## src/rtl/key_pkg.sv

```systemverilog
`default_nettype none
// ============================================================================
// Module      : key_pkg
// Description : Shared types and default timing constants for the key click
//               decoder (gesture states, 50 MHz default timings).
// Revision    : 1.0 - initial release
// ============================================================================
package key_pkg;

    // Gesture classifier states, explicitly 3 bits wide
    typedef enum logic [2:0] {
        IDLE     = 3'd0,
        PRESS1   = 3'd1,
        GAP      = 3'd2,
        HOLD     = 3'd3,
        WAIT_REL = 3'd4
    } key_state_t;

    // Default timings at 50 MHz
    localparam int LONG_TIME_DEF   = 50_000_000;  // 1 s long press
    localparam int DOUBLE_GAP_DEF  = 15_000_000;  // 300 ms double-click window
    localparam int REPEAT_TIME_DEF = 10_000_000;  // 200 ms auto-repeat period
    localparam int CNT_W_DEF       = 26;

endpackage
`default_nettype wire

```

## src/rtl/key_tick_counter.sv

```systemverilog
`default_nettype none
// ============================================================================
// Module      : key_tick_counter
// Description : Saturating up-counter with synchronous clear, count enable and
//               a terminal-count flag against a runtime-selectable terminal.
//               Stops at the terminal value, so it never wraps.
// Revision    : 1.0 - initial release
// ============================================================================
module key_tick_counter
    import key_pkg::*;
#(
    parameter int CNT_W = CNT_W_DEF
) (
    input  logic             clk,
    input  logic             rst_n,
    input  logic             clr,
    input  logic             en,
    input  logic [CNT_W-1:0] term,
    output logic             tc
);

    logic [CNT_W-1:0] r_cnt;
    logic             w_tc;

    assign w_tc = (r_cnt == term);
    assign tc   = w_tc;

    // Count register: clear has priority, hold once the terminal is reached
    always_ff @(posedge clk) begin
        if (!rst_n) begin
            r_cnt <= '0;
        end else if (clr) begin
            r_cnt <= '0;
        end else if (en && !w_tc) begin
            r_cnt <= r_cnt + 1'b1;
        end
    end

endmodule
`default_nettype wire

```

## src/rtl/key_click_decoder.sv

```systemverilog
`default_nettype none
// ============================================================================
// Module      : key_click_decoder
// Description : Classifies debounced active-low key gestures into single
//               click, double click and long press, emitting one-cycle,
//               registered, mutually exclusive pulses.
//               Optional macro KEY_REPEAT_EN: long_pulse auto-repeats every
//               REPEAT_TIME cycles while the long press is held.
// Revision    : 1.0 - initial release
// ============================================================================
module key_click_decoder
    import key_pkg::*;
#(
    parameter int LONG_TIME   = LONG_TIME_DEF,
    parameter int DOUBLE_GAP  = DOUBLE_GAP_DEF,
    parameter int REPEAT_TIME = REPEAT_TIME_DEF,
    parameter int CNT_W       = CNT_W_DEF
) (
    input  logic clk,
    input  logic rst_n,
    input  logic key_level_n,
    output logic single_pulse,
    output logic double_pulse,
    output logic long_pulse
);

    localparam logic [CNT_W-1:0] c_long_term = CNT_W'(LONG_TIME - 1);
    localparam logic [CNT_W-1:0] c_gap_term  = CNT_W'(DOUBLE_GAP - 1);
`ifdef KEY_REPEAT_EN
    localparam logic [CNT_W-1:0] c_rep_term  = CNT_W'(REPEAT_TIME - 1);
`endif

    // Timings must be at least 2 and their terminal counts must fit in CNT_W
    localparam bit c_params_ok = (LONG_TIME >= 2) && (DOUBLE_GAP >= 2) &&
                                 (REPEAT_TIME >= 2) && (CNT_W >= 1) && (CNT_W <= 31) &&
                                 ((LONG_TIME - 1)   < (1 << CNT_W)) &&
                                 ((DOUBLE_GAP - 1)  < (1 << CNT_W)) &&
                                 ((REPEAT_TIME - 1) < (1 << CNT_W));

    generate
        if (!c_params_ok) begin : g_param_err
            $error("key_click_decoder: illegal timing parameters for CNT_W");
        end
    endgenerate

    key_state_t       r_state;
    key_state_t       w_state_next;
    logic             w_single_next;
    logic             w_double_next;
    logic             w_long_next;
    logic             w_cnt_clr;
    logic             w_cnt_en;
    logic             w_tc;
    logic [CNT_W-1:0] w_term;

    key_tick_counter #(
        .CNT_W (CNT_W)
    ) u_tick (
        .clk   (clk),
        .rst_n (rst_n),
        .clr   (w_cnt_clr),
        .en    (w_cnt_en),
        .term  (w_term),
        .tc    (w_tc)
    );

    // Next-state, pulse and counter control; every state change clears the counter
    always_comb begin
        w_state_next  = r_state;
        w_single_next = 1'b0;
        w_double_next = 1'b0;
        w_long_next   = 1'b0;
        w_cnt_clr     = 1'b0;
        w_cnt_en      = 1'b0;
        w_term        = c_long_term;
        case (r_state)
            IDLE: begin
                if (!key_level_n) begin
                    w_state_next = PRESS1;
                    w_cnt_clr    = 1'b1;
                end
            end
            PRESS1: begin
                w_term = c_long_term;
                if (key_level_n) begin
                    w_state_next = GAP;
                    w_cnt_clr    = 1'b1;
                end else if (w_tc) begin
                    w_long_next  = 1'b1;
                    w_state_next = HOLD;
                    w_cnt_clr    = 1'b1;
                end else begin
                    w_cnt_en = 1'b1;
                end
            end
            GAP: begin
                // A second press beats a simultaneous timeout
                w_term = c_gap_term;
                if (!key_level_n) begin
                    w_double_next = 1'b1;
                    w_state_next  = WAIT_REL;
                    w_cnt_clr     = 1'b1;
                end else if (w_tc) begin
                    w_single_next = 1'b1;
                    w_state_next  = IDLE;
                    w_cnt_clr     = 1'b1;
                end else begin
                    w_cnt_en = 1'b1;
                end
            end
            HOLD: begin
                if (key_level_n) begin
                    w_state_next = IDLE;
                    w_cnt_clr    = 1'b1;
                end
`ifdef KEY_REPEAT_EN
                else begin
                    w_term = c_rep_term;
                    if (w_tc) begin
                        w_long_next = 1'b1;
                        w_cnt_clr   = 1'b1;
                    end else begin
                        w_cnt_en = 1'b1;
                    end
                end
`endif
            end
            WAIT_REL: begin
                // The press that made the double can never become a long press
                if (key_level_n) begin
                    w_state_next = IDLE;
                    w_cnt_clr    = 1'b1;
                end
            end
            default: begin
                w_state_next = IDLE;
                w_cnt_clr    = 1'b1;
            end
        endcase
    end

    // State and registered one-cycle output pulses
    always_ff @(posedge clk) begin
        if (!rst_n) begin
            r_state      <= IDLE;
            single_pulse <= 1'b0;
            double_pulse <= 1'b0;
            long_pulse   <= 1'b0;
        end else begin
            r_state      <= w_state_next;
            single_pulse <= w_single_next;
            double_pulse <= w_double_next;
            long_pulse   <= w_long_next;
        end
    end

endmodule
`default_nettype wire
```

## config.mk

```make
export PLATFORM = sky130hd
export DESIGN_NAME = key_click_decoder
export DESIGN_NICKNAME = d
export VERILOG_FILES = /design/src/rtl/key_pkg.sv /design/src/rtl/key_tick_counter.sv /design/src/rtl/key_click_decoder.sv
export SDC_FILE = /design/constraint.sdc
export NUM_CORES = 1
export LEC_CHECK = 0
export CORE_MARGIN = 8
export CORE_UTILIZATION = 45
export CTS_CLUSTER_SIZE = 28
export DETAILED_ROUTE_END_ITERATION = 8
export HOLD_SLACK_MARGIN = 0.15
export PLACE_DENSITY = 0.64
export SLEW_MARGIN = 20
export SYNTH_ARGS = -nofsm -noshare
export SYNTH_HDL_FRONTEND = slang
export SYNTH_HIERARCHICAL = 1
export SYNTH_SLANG_ARGS = --single-unit
```

## constraint.sdc

```tcl
create_clock -name clk -period 4.5 [get_ports clk]
set_clock_uncertainty 0.1 [all_clocks]
set_input_delay 1.125 -clock clk [delete_from_list [all_inputs] [get_ports clk]]
set_output_delay 1.125 -clock clk [all_outputs]
set_load 0.03 [all_outputs]
```

==> run summary <==
Status -> finished clean
Logic gate share of total power -> 7.4%
Fillers -> 425
Worst-path clk slew -> 0.07 ns
Vias/cell -> 5.29
DRC viols -> 0
Clock Root Buffer -> clkbuf_8
Sequential area share after synthesis -> 32.0%
Largest net degree at the start of global routing -> 29
Syn Area/Cell -> 8.66 µm²
Placement Rows -> 24
Cell Count, Final, Fillers Out -> 306
Sequential Power Share -> 51.6%
Peak VDD IR -> 0.136 mV
Pre-CTS WS -> 0.746 ns
PortBufs -> 5
NumNets Final -> 257
DR iter-0 viols -> 80
Global-route usage over all layers -> 12.9%
Area occupied by multi-input gates -> 1320 µm²
Synth area leaders -> dfxtp_1 32%, xnor2_1 15%, nand4_1 4.1%
CTS buffer count -> 5
Die H -> 82.7 µm
Vias in the first global route -> 1441
Cell area after synthesis -> 2000 µm²
Yosys cell types -> 41
Die width -> 82.7 µm
CTS tree -> built
Seq cells post-synth -> 32
Final worst path period need -> 3.55 ns
Final setup margin -> 0.946 ns
Avg WL per Cell -> 13.2 µm
Leakage -> 0.698 nW
DP HPWL -> 2870 µm
Required @ worst endpoint -> 4.62 ns
ANT cells -> 0
Top cells by count, synth -> 35 x xnor2_1, 32 x dfxtp_1, 16 x nand2_1, 13 x nand4_1
Cell internal pwr -> 0.424 mW
CP endpoint kind -> flip-flop
Ys async rst share -> 0%
Core box area -> 4320 µm²
Launching element type of the critical path -> flip-flop
Slew Viols, Final -> 0
RSZ-0062 raised after global routing -> false
Tcrit/Tclk final -> 79.0%
Post-Syn Instances -> 231
Share of layout cells above drive strength 1 -> 16.1%
Clk buf depth -> 2
YS warnings -> 6
Initial antenna violation count -> 0
Post-synth EDFFs -> 0
Power, Total -> 0.558 mW
Postcts setup bufs -> 0
Ys flop type -> dfxtp_1
Count leader, synth -> xnor2_1
Post_cts resized -> 0
Fmax -> 281 MHz
TritonCTS Sinks -> 32
Hold Buf Count CTS -> 0
Setup TNS -> 0 ns
Critical path class -> reg2reg
Pwr dens -> 251 nW/µm²
Dpl cells -> 298
Hold crit path type -> reg2reg
First-pass GRT wire length -> 6760 µm
Synth area leader -> dfxtp_1
Area growth syn-to-layout -> 11.3%
Synth top area share -> 32.0%
FF/Latch Area -> 641 µm²
DRT Pass-1 Iters -> 4
Final hold vios -> 0
I/O Pins -> 6
Worst Path Arrival -> 3.68 ns
Crit path max fanout -> 9
Final antenna-violating net count -> 0
Final GP Congestion -> 0.752
Total gr overflow -> 0
Depth of the CTS H-tree -> 2
Sw frac -> 24.0%
Starting Density -> 46.2%
Max cap viols -> 0
Clock network fraction of total power -> 41.0%
Vias -> 1618
Die area -> 6830 µm²
Final Setup Violations -> 0
Final wirelength -> 4030 µm
P_sw -> 0.134 mW
Clock latency on the worst-skew pair -> 0.29 ns
flip-flops by register name, indices dropped and copies added, names as in the netlist:
| signal | cells |
|---|---|
| long_pulse | 1 |
| r_state | 3 |
| u_tick/r_cnt | 26 |
| double_pulse | 1 |
| single_pulse | 1 |
logic make-up after synthesis:
family,synth area share [%]
buf+inv,4.76
mux,2.00
simple gates,29.6
compound gates,15.3
xor+xnor,15.3
other cells,0.376
fa+ha+maj,0.626
flops,32.0
power by group through the flow:
stage,clock network [mW],logic (mW),registers (mW)
CTS,0.240,0.0415,0.288
global placement,0,0.0411,0.294
global route,0.252,0.0461,0.288
detailed placement,0,0.0413,0.294
floorplan,0,0.0341,0.293
finish,0.229,0.0413,0.288
layout by cell type, fill, tap and decap left out, types with 2 or more instances in the layout:
cell type	count
dfxtp_1	32
o21ai_2	5
buf_4	5
and2_1	2
mux2i_1	4
xnor2_1	35
nand3_1	11
conb_1	17
and3_1	5
o21ai_0	2
or4_1	3
inv_1	5
o31ai_1	5
or3_2	7
nor2_1	11
clkinv_2	2
a211oi_1	5
a21o_1	3
a21oi_1	10
a21oi_2	9
or3_1	3
clkdlybuf4s50_1	5
nor3_1	5
clkbuf_8	6
nor2b_1	4
nor3b_1	3
nand2b_1	6
nand4_1	13
nand2_1	16
o21ai_1	5
layer usage:
| layer | vias up | GRT usage, % | routed length (µm) | share of wire [%] |
|---|---|---|---|---|
| met1 | 735 | 16.6 | 2020 | 50 |
| li1 | 847 | - | - | - |
| met3 | 7 | 3.57 | 148 | 3.7 |
| met2 | 29 | 19.7 | 1800 | 45 |
| met5 | - | 0 | 0 | 0 |
| met4 | 0 | 5.69 | 64 | 1.6 |
critical path, cell delays in order (launching register included):
cell and delay (ns):
dfxtp_1 0.46, nand2b_1 0.21, nor2_1 0.06, buf_4 0.16, inv_1 0.24, xnor2_1 0.11
nand4_1 0.15, nor4_4 0.06, buf_4 0.17, and2_4 0.19, nor3_1 0.39, and2_1 0.42
nand3_1 0.16, or3_2 0.46, a21oi_2 0.14
path summary, 6_finish.rpt:
kind | slack (ns) | depth (start not counted) | startpoint | endpoint
worst min register to register | 0.41 | 2 | u_tick/r_cnt[22] | u_tick/r_cnt[22]
worst max register to register | 0.95 | 14 | r_state[0] | u_tick/r_cnt[16]
worst max-delay path | 0.95 | 14 | r_state[0] | u_tick/r_cnt[16]
worst min-delay path | 0.41 | 2 | u_tick/r_cnt[22] | u_tick/r_cnt[22]
area by class of cell:
class,count,area share (%)
Sequential cell,32,28.8
Tap cell,52,2.92
Clock buffer,6,3.71
Inverter,5,0.844
Clock inverter,2,0.450
Multi-Input combinational cell,199,59.3
Timing Repair Buffer,10,3.94
per-stage QoR:
| stage | cell area (µm²) | hold slack [ns] | util, % |
|---|---|---|---|
| 2_1_floorplan | 2060 | 0.364 | - |
| 3_3_place_gp | 2130 | 0.389 | 49.3 |
| 3_5_place_dp | 2130 | 0.395 | 49.3 |
| 4_1_cts | 2220 | 0.407 | 51.4 |
| 5_1_grt | 2220 | 0.433 | 51.4 |
| 6_report | 2220 | 0.411 | 51.4 |
No activity file was read; power rests on OpenSTA's default activity.
